`src/rtl/reimu_shot_sched_pkg.sv`:
```
`default_nettype none
// ============================================================================
// Module   : shot_pkg
// Brief    : Shared constants and FSM state type for the Reimu shot scheduler.
// Revision : 1.0 - initial release
// ============================================================================
package shot_pkg;

    localparam int SHOT_W = 10;

    // Speed bands: y <= BAND1 moves slow, y <= BAND2 moves mid, above that fast.
    localparam logic [SHOT_W-1:0] SHOT_Y_BAND1   = 10'd120;
    localparam logic [SHOT_W-1:0] SHOT_Y_BAND2   = 10'd240;
    localparam logic [SHOT_W-1:0] SHOT_STEP_SLOW = 10'd1;
    localparam logic [SHOT_W-1:0] SHOT_STEP_MID  = 10'd4;
    localparam logic [SHOT_W-1:0] SHOT_STEP_FAST = 10'd5;

    typedef enum logic [0:0] {
        READY = 1'b0,
        COOL  = 1'b1
    } shot_state_e;

endpackage : shot_pkg
`default_nettype wire

```
`src/rtl/reimu_shot_sched_if.sv`:
```
`default_nettype none
// ============================================================================
// Module   : reimu_shot_sched_if
// Brief    : Control inputs and flattened slot outputs of the shot scheduler.
//            The hit vector exists only when SHOT_HIT_EN is defined.
// Revision : 1.0 - initial release
// ============================================================================
interface reimu_shot_sched_if
    import shot_pkg::*;
#(
    parameter int NSLOT = 4
);
    logic                    tick;
    logic                    fire;
    logic [SHOT_W-1:0]       reimux;
    logic [SHOT_W-1:0]       reimuy;
`ifdef SHOT_HIT_EN
    logic [NSLOT-1:0]        hit;
`endif
    logic [NSLOT*SHOT_W-1:0] shot_x;
    logic [NSLOT*SHOT_W-1:0] shot_y;
    logic [NSLOT-1:0]        shot_vld;
    logic                    ready;

    modport master (
`ifdef SHOT_HIT_EN
        output hit,
`endif
        output tick, fire, reimux, reimuy,
        input  shot_x, shot_y, shot_vld, ready
    );

    modport slave (
`ifdef SHOT_HIT_EN
        input  hit,
`endif
        input  tick, fire, reimux, reimuy,
        output shot_x, shot_y, shot_vld, ready
    );

endinterface : reimu_shot_sched_if
`default_nettype wire

```
`src/rtl/reimu_shot_sched_slot.sv`:
```
`default_nettype none
// ============================================================================
// Module   : shot_slot
// Brief    : One bullet slot: position/valid registers, band step select,
//            top-exit detect and hit > launch > advance priority.
// Revision : 1.0 - initial release
// ============================================================================
module shot_slot
    import shot_pkg::*;
(
    input  wire logic              clk,
    input  wire logic              rst_n,
    input  wire logic              tick_i,
    input  wire logic              launch_i,
    input  wire logic              hit_i,
    input  wire logic [SHOT_W-1:0] x_i,
    input  wire logic [SHOT_W-1:0] y_i,
    output logic      [SHOT_W-1:0] x_o,
    output logic      [SHOT_W-1:0] y_o,
    output logic                   vld_o
);

    logic [SHOT_W-1:0] x_q;
    logic [SHOT_W-1:0] y_q;
    logic              vld_q;
    logic [SHOT_W-1:0] w_step;
    logic              w_exit;

    always_comb begin
        w_step = SHOT_STEP_FAST;
        if (y_q <= SHOT_Y_BAND1) begin
            w_step = SHOT_STEP_SLOW;
        end else if (y_q <= SHOT_Y_BAND2) begin
            w_step = SHOT_STEP_MID;
        end
    end

    // Subtracting would wrap, so the shot has left the top of the screen.
    assign w_exit = (y_q < w_step) || (y_q == '0);

    always_ff @(posedge clk or negedge rst_n) begin
        if (!rst_n) begin
            x_q   <= '0;
            y_q   <= '0;
            vld_q <= 1'b0;
        end else if (hit_i && vld_q) begin
            vld_q <= 1'b0;
        end else if (launch_i) begin
            x_q   <= x_i;
            y_q   <= y_i;
            vld_q <= 1'b1;
        end else if (tick_i && vld_q) begin
            if (w_exit) begin
                vld_q <= 1'b0;
            end else begin
                y_q <= y_q - w_step;
            end
        end
    end

    assign x_o   = x_q;
    assign y_o   = y_q;
    assign vld_o = vld_q;

endmodule : shot_slot
`default_nettype wire

```
`src/rtl/reimu_shot_sched.sv`:
```
`default_nettype none
// ============================================================================
// Module   : reimu_shot_sched
// Brief    : Player-shot scheduler: slot allocation, launch cooldown FSM and
//            NSLOT bullet slots. Define SHOT_HIT_EN to enable hit retire.
// Revision : 1.0 - initial release
// ============================================================================
module reimu_shot_sched
    import shot_pkg::*;
#(
    parameter int NSLOT    = 4,
    parameter int COOLDOWN = 8
)(
    input  wire logic          clk_22,
    input  wire logic          rst_n,
    reimu_shot_sched_if.slave  bus
);

    localparam logic [7:0] c_cd_load = 8'(COOLDOWN - 1);

    shot_state_e      state_q;
    logic [7:0]       cd_q;
    logic             ready_q;
    logic [NSLOT-1:0] w_free;
    logic [NSLOT-1:0] w_alloc;
    logic [NSLOT-1:0] w_launch;
    logic [NSLOT-1:0] w_hit;
    logic             w_fire_ok;

    // Isolate the lowest set bit: lowest-index free slot, from pre-tick valids.
    assign w_free    = ~bus.shot_vld;
    assign w_alloc   = w_free & (~w_free + NSLOT'(1));
    assign w_fire_ok = (state_q == READY) && bus.tick && bus.fire && (|w_free);
    assign w_launch  = w_fire_ok ? w_alloc : '0;

`ifdef SHOT_HIT_EN
    assign w_hit = bus.hit;
`else
    assign w_hit = '0;
`endif

    always_ff @(posedge clk_22 or negedge rst_n) begin
        if (!rst_n) begin
            state_q <= READY;
            cd_q    <= '0;
            ready_q <= 1'b1;
        end else begin
            case (state_q)
                READY: begin
                    if (w_fire_ok) begin
                        state_q <= COOL;
                        cd_q    <= c_cd_load;
                        ready_q <= 1'b0;
                    end
                end
                COOL: begin
                    if (bus.tick) begin
                        if (cd_q != '0) begin
                            cd_q <= cd_q - 8'd1;
                        end else begin
                            state_q <= READY;
                            ready_q <= 1'b1;
                        end
                    end
                end
                default: begin
                    state_q <= READY;
                    ready_q <= 1'b1;
                end
            endcase
        end
    end

    assign bus.ready = ready_q;

    generate
        for (genvar i = 0; i < NSLOT; i++) begin : g_slot
            shot_slot u_slot (
                .clk      (clk_22),
                .rst_n    (rst_n),
                .tick_i   (bus.tick),
                .launch_i (w_launch[i]),
                .hit_i    (w_hit[i]),
                .x_i      (bus.reimux),
                .y_i      (bus.reimuy),
                .x_o      (bus.shot_x[i*SHOT_W +: SHOT_W]),
                .y_o      (bus.shot_y[i*SHOT_W +: SHOT_W]),
                .vld_o    (bus.shot_vld[i])
            );
        end
    endgenerate

endmodule : reimu_shot_sched
`default_nettype wire

```
`src/flat_wrapper.sv`:
```
// flat-port wrapper written by rule: the top's interface ports become plain ports
module reimu_shot_sched_flat import shot_pkg::*;
#(
    parameter int NSLOT    = 4,
    parameter int COOLDOWN = 8
)
  (clk_22, rst_n, bus_tick, bus_fire, bus_reimux, bus_reimuy, bus_shot_x, bus_shot_y, bus_shot_vld, bus_ready);
  reimu_shot_sched_if #(.NSLOT(NSLOT)) bus_i ();
  input  wire logic clk_22;
  input  wire logic rst_n;
  input wire logic [$bits(bus_i.tick)-1:0] bus_tick;
  input wire logic [$bits(bus_i.fire)-1:0] bus_fire;
  input wire logic [$bits(bus_i.reimux)-1:0] bus_reimux;
  input wire logic [$bits(bus_i.reimuy)-1:0] bus_reimuy;
  output wire logic [$bits(bus_i.shot_x)-1:0] bus_shot_x;
  output wire logic [$bits(bus_i.shot_y)-1:0] bus_shot_y;
  output wire logic [$bits(bus_i.shot_vld)-1:0] bus_shot_vld;
  output wire logic [$bits(bus_i.ready)-1:0] bus_ready;
  assign bus_i.tick = bus_tick;
  assign bus_i.fire = bus_fire;
  assign bus_i.reimux = bus_reimux;
  assign bus_i.reimuy = bus_reimuy;
  assign bus_shot_x = bus_i.shot_x;
  assign bus_shot_y = bus_i.shot_y;
  assign bus_shot_vld = bus_i.shot_vld;
  assign bus_ready = bus_i.ready;
  reimu_shot_sched #(.NSLOT(NSLOT), .COOLDOWN(COOLDOWN)) u_core (.clk_22(clk_22), .rst_n(rst_n), .bus(bus_i));
endmodule
```
`config.mk`:
```
export PLATFORM = sky130hd
export DESIGN_NAME = reimu_shot_sched_flat
export DESIGN_NICKNAME = d
export VERILOG_FILES = /design/src/rtl/reimu_shot_sched_pkg.sv /design/src/rtl/reimu_shot_sched_if.sv /design/src/rtl/reimu_shot_sched_slot.sv /design/src/rtl/reimu_shot_sched.sv /design/src/flat_wrapper.sv
export SDC_FILE = /design/constraint.sdc
export NUM_CORES = 1
export LEC_CHECK = 0
export BUFFER_PORTS_ARGS = -buffer_cell sky130_fd_sc_hd__buf_4
export CAP_MARGIN = 20
export CELL_PAD_IN_SITES_DETAIL_PLACEMENT = 2
export CELL_PAD_IN_SITES_GLOBAL_PLACEMENT = 2
export CORE_MARGIN = 8
export CORE_UTILIZATION = 32
export CTS_CLUSTER_DIAMETER = 200
export CTS_CLUSTER_SIZE = 30
export DETAILED_ROUTE_END_ITERATION = 12
export PLACE_DENSITY = 0.84
export SETUP_SLACK_MARGIN = 0.15
export SLEW_MARGIN = 40
export SYNTH_ARGS = -nofsm -noshare
export SYNTH_HDL_FRONTEND = slang
export SYNTH_SLANG_ARGS = --single-unit
```
`constraint.sdc`:
```
create_clock -name clk_22 -period 2.95 [get_ports clk_22]
set_input_delay 0.1475 -clock clk_22 [delete_from_list [all_inputs] [get_ports clk_22]]
set_output_delay 0.1475 -clock clk_22 [all_outputs]
set_load 0.01 [all_outputs]
```
==> impl_metrics.toml, run 1 <==
[sta]
setup_viol = 0
hold_violations = 0
min_period_ns = 2.72
rsz0062_at_grt = "true"
worst_pin_slew_ns = 0.710
slew_headroom_pct = 52.7
drv_slew = 0
fin_skew_ns = 0.00667
fin_crit_sh_pct = 92.2
max_freq_ghz = 0.368

[route]
wire_per_inst_um = 22.2
first_iter_violations = 224
drtAntennaViolNets = 0
routed_wl_um = 20700
vias_per_cell = 5.43
vias = 5065
drc = 0
dr.pass1.iters = 4

[clocking]
h-tree-depth = 3
max-clock-path-buffers = 2
clk_pin_slew_ns = 0.07
cts_tree = "done"
clock_latency_ns = 0.36
cts-root-buf = "clkbuf_16"
clkSinkCount = 94
cts_buffers = 9

[critical_path]
worst_path_max_delay_cell = "dfrtp_2"
cp_num_buf_inv = 0
required_ns = 3.18
end_kind = "register"
path_delay_family = "compound AO/OA/AOI/OAI gates"
start_kind = "register"
crit_type = "register to register"
cp_cell_sequence = "nor4_4, nor2_1, a211oi_2, o21ai_1, ha_1, ha_2, nand2b_4, a21oi_4, o221ai_4, a211oi_1, a21oi_1"
cp_max_fo = 5
critPathArrivalTime_ns = 2.95
cp_slowest_stage_delay_ns = 0.44

[synthesis]
synth.avg_cell_area_um2 = 8.74
synth_edf_count = 0
synth_cell_types = 60
syn_inst = 577
ys_warn_count = 0
ys_seq_area_share_pct = 46.7
ys_async_sr_fraction_pct = 100
synth_area_um2 = 5040
syn_nets = 614
synth_flop_cell = "dfrtp_1"
ys_ff_latch = 94

[global_routing]
globalRouteOverflowTotal = 0
antenna_found_initial = 0
grt_max_degree = 54
grt_pass1_vias = 5726
grt.total_usage_pct = 20.6
grt_pass1_wl_um = 32100

[cells_and_area]
final_util_pct = 43.8
layout.nets = 749
layout-drive-gt1-share_pct = 31.1
antenna_cells = 0
synthToLayoutAreaGrowth_pct = 36.1
design_area_um2 = 6860

[die]
fp-row-count = 46
ios = 109
coreArea_um2 = 15700
die_x_um = 142
start_util_pct = 32.2
die_y_um = 142
dieArea_um2 = 20000

[place]
gp_congestion = 0.897
placed_area_um2 = 6200
dp_hpwl_um = 14700
port-buffer-count = 108

[hold_path]
hold_class = "primary input to register"

[power]
max-vdd-ir-drop_mv = 0.410
power_density_nw_per_um2 = 1180
power.leakage_nw = 3.20

[job]
drv_cap = 0

[status]
status = "finished clean"
per-layer routing:
metal | share of wire [%] | track usage (%) | vias up
li1 | - | - | 2290
met3 | 8.2 | 7.96 | 22
met5 | 0 | 0 | -
met4 | 1.8 | 6.78 | 0
met1 | 40 | 23.5 | 2602
met2 | 50 | 34.6 | 151
cells in the mapped netlist, drive strengths merged, types with 7 or more instances:
library cell / instances / area share, %
a21oi: 16 / 1.7
nand2: 151 / 11
or3: 7 / 0.87
a221o: 7 / 1.4
clkbuf: 21 / 1.8
o21ai: 24 / 2.4
nand2b: 7 / 0.87
xor2: 7 / 1.2
buf: 10 / 1.5
nor4: 17 / 2.1
dfrtp: 93 / 46
inv: 17 / 1.3
nand3: 14 / 1.4
nor3: 20 / 2.0
nor2: 48 / 3.6
nor2b: 7 / 0.87
ha: 13 / 3.2
timing repair:
item | 4_1_cts | 5_1_grt
pin swaps | 3 | 16
setup endpoints to repair | 28 | 31
setup buffers | 2 | 12
hold buffers | 1 | 0
cloned | 1 | 1
hold endpoints to repair | 51 | 0
gates resized for setup | 15 | 42
where the power goes:
group          total, W  switching [W]  internal (W)
clock network   0.00113       0.000521      0.000612
logic           0.00447        0.00245       0.00202
registers       0.00247       0.000620       0.00185
sequential cells by signal (all words and copies together) (netlist names):
| name | count |
|---|---|
| u_core.g_slot.u_slot.y_o | 40 |
| u_core.g_slot.u_slot.vld_o | 4 |
| u_core.state_q | 1 |
| u_core.bus.ready | 1 |
| u_core.cd_q | 8 |
| u_core.g_slot.u_slot.x_o | 40 |
worst reg2reg max path, delay by kind of cell (launching register included):
kind	cells	cell delay (ns)
AO/OA/AOI/OAI	6	1.15
flip-flops	1	0.44
adder cells (fa/ha/maj)	2	0.42
AND/OR/NAND/NOR	3	0.58
cells in the final DEF (no fill, tap or decap), drive strengths merged, types with 13 or more instances in the layout:
cell	n
buf	152
inv	17
nand2	151
a21oi	16
o21ai	24
dfrtp	93
nand3	14
nor4	17
nor3	20
ha	13
nor2	48
per-stage QoR:
step	TNS [ns]	cells	hold WS (ns)	worst slack, ns	power (W)
2_1_floorplan	0	577	-0.148	0.270	0.00450
3_3_place_gp	0	900	0.242	0.00531	0.00601
3_5_place_dp	-2.19	900	0.247	-0.264	0.00630
4_1_cts	0	919	0.0151	0.150	0.00768
5_1_grt	0	932	0.0224	0.0737	0.00862
6_report	0	932	0.0259	0.231	0.00807
final cells by class:
type / instances / area (µm²)
clock buffers: 12 / 256
clock inverters: 3 / 20.0
fillers: 1739 / 8790
inverters: 17 / 63.8
multi-input cells: 437 / 2740
flip-flops and latches: 94 / 2360
well taps: 216 / 270
repair buffers: 153 / 1150
worst paths after layout:
check	slack, ns	end	startpoint	cells past startpoint
hold / removal	0.03	u_core.g_slot[2].u_slot.x_o[9]	bus_reimux[9]	3
setup reg to reg	0.23	u_core.g_slot[0].u_slot.y_o[1]	u_core.g_slot[0].u_slot.y_o[0]	11
max in group asynchronous	1.74	u_core.bus.ready	rst_n	3
min in group asynchronous	0.38	u_core.g_slot[1].u_slot.y_o[5]	rst_n	2
hold reg to reg	0.49	u_core.g_slot[3].u_slot.x_o[2]	u_core.g_slot[3].u_slot.x_o[2]	2
setup / recovery	0.23	u_core.g_slot[0].u_slot.y_o[1]	u_core.g_slot[0].u_slot.y_o[0]	11
kinds of logic after synthesis:
logic type / share of synthesized area [%]
buffers and inverters: 4.51
muxes: 1.24
DFF: 46.7
and+or+nand+nor: 26.5
xor gates and xnor gates: 2.08
adders and majority gates: 3.23
AOI/OAI and AO/OA: 15.8
Power figures use the tool's default switching activity.
==> run 2, diff against run 1 <==
CELL_PAD_IN_SITES_DETAIL_PLACEMENT = 1   (was 2)
SLEW_MARGIN = 20   (was 40)
==> impl_metrics.toml, run 2 (same netlist as run 1, synthesis figures left out) <==
[status]
status = "finished clean"

[clocking]
h-tree-depth = 3
cts_buffers = 9
cts_tree = "done"
cts-root-buf = "clkbuf_16"
max-clock-path-buffers = 2
clkSinkCount = 94
clock_latency_ns = 0.35
clk_pin_slew_ns = 0.07

[cells_and_area]
mostFrequentLayoutCell = "nand2_1"
layout-drive-gt1-share_pct = 29.7
final_cell_mix = "151 x nand2_1, 148 x buf_4, 88 x dfrtp_1"
design_area_um2 = 6790
regArea_um2 = 2360
nFillCells = 1853
synthToLayoutAreaGrowth_pct = 34.7
multiInputGateArea_um2 = 2680
layout.nets = 745
antenna_cells = 0

[sta]
rsz0062_at_grt = "true"
fin_crit_sh_pct = 92.6
min_period_ns = 2.73
fin_skew_ns = 0.00556
max_freq_ghz = 0.366
hold_slack_ns = 0.0321
drv_slew = 0
worst_pin_slew_ns = 0.843
slew_headroom_pct = 43.7
setup_viol = 0
hold_violations = 0

[place]
dp_hpwl_um = 13200
placed_area_um2 = 6200
port-buffer-count = 108
gp_congestion = 0.897

[global_routing]
grt_use_met2_pct = 29.3
grt.total_usage_pct = 18.5
use_met1_pct = 22.4
grt_pass1_vias = 5325
gr-max-usage-layer = "met2"
grt_max_degree = 54
met3_usage_pct = 7.66
grt_pass1_wl_um = 29100
antenna_found_initial = 0
globalRouteOverflowTotal = 0

[critical_path]
start_kind = "register"
end_kind = "register"
required_ns = 3.21
crit_type = "register to register"
critPathArrivalTime_ns = 3.00
cp_max_fo = 5

[power]
power_density_nw_per_um2 = 1160
max-vdd-ir-drop_mv = 0.470
p_total_w = 0.00786
power.leakage_nw = 3.18

[die]
dieArea_um2 = 20000
fp-row-count = 46
coreArea_um2 = 15700
start_util_pct = 32.2
die_y_um = 142
ios = 109
die_x_um = 142

[hold_path]
hold_class = "primary input to register"

[job]
drv_cap = 0

[route]
first_iter_violations = 204
vias = 4957
drtAntennaViolNets = 0
routed_wl_um = 18400
drc = 0
dr.pass1.iters = 4
vias_per_cell = 5.34
wire_per_inst_um = 19.8
## run 2: changes by cell type in the layout (fill, tap and decap cells not counted), sizes merged
cell	delta
clkinvlp	-2
clkinv	+1
buf	-4
clkbuf	+1
inv	+1
## run 2: routing by layer
layer / routed length [µm] / vias up
met5: 0 / -
met4: 322 / 0
met3: 1660 / 20
met2: 8660 / 156
met1: 7730 / 2485
li1: - / 2296
## run 2: metrics by stage
step / setup slack [ns] / setup TNS, ns / instances / utilization (%)
global placement: 0.00531 / 0 / 900 / 39.6
CTS: 0.138 / 0 / 919 / 42.0
detailed placement: -0.0617 / -0.176 / 900 / 39.6
finish: 0.217 / 0 / 929 / 43.4
global route: 0.0760 / 0 / 929 / 43.4
floorplan: 0.270 / 0 / 577 / -
## run 2: final timing paths
kind                                                startpoint                              to  slack, ns  depth (start not counted)
worst max-delay path            u_core.g_slot[3].u_slot.y_o[3]  u_core.g_slot[3].u_slot.y_o[9]       0.22                          9
worst min-delay path                             bus_reimux[2]  u_core.g_slot[3].u_slot.x_o[2]       0.03                          3
worst max register to register  u_core.g_slot[3].u_slot.y_o[3]  u_core.g_slot[3].u_slot.y_o[9]       0.22                          9
worst min register to register  u_core.g_slot[3].u_slot.x_o[2]  u_core.g_slot[3].u_slot.x_o[2]       0.48                          2
max in group asynchronous                                rst_n                u_core.bus.ready       1.68                          3
min in group asynchronous                                rst_n  u_core.g_slot[1].u_slot.y_o[3]       0.39                          2
## run 2: area by class of cell
type / count / share of cell area (%)
Timing Repair Buffer: 149 / 16.5
Inverter: 17 / 0.940
Tap cell: 216 / 3.98
Clock buffer: 13 / 3.98
Sequential cell: 94 / 34.7
Clock inverter: 3 / 0.387
Multi-Input combinational cell: 437 / 39.5
## run 2: critical path: stages, from the launching register on
cell and delay (ns):
dfrtp_1 0.47, inv_1 0.12, nor3_1 0.28, nor4_1 0.09, ha_1 0.21, or2_2 0.33, a21o_1 0.22, or4_1 0.43
or3_1 0.32, a31oi_1 0.19
## run 2: report_power, final
group / leakage (nW) / internal [W] / switching (W)
registers: 1.18 / 0.00184 / 0.000607
logic: 1.86 / 0.00196 / 0.00229
clock network: 0.146 / 0.000648 / 0.000515
## run 2: timing repair
item	in CTS	in global routing
resized for setup	10	33
pin swaps	2	11
hold endpoints to repair	51	0
cloned	1	1
setup endpoints to repair	24	30
setup buffers	1	9
hold buffers	1	0
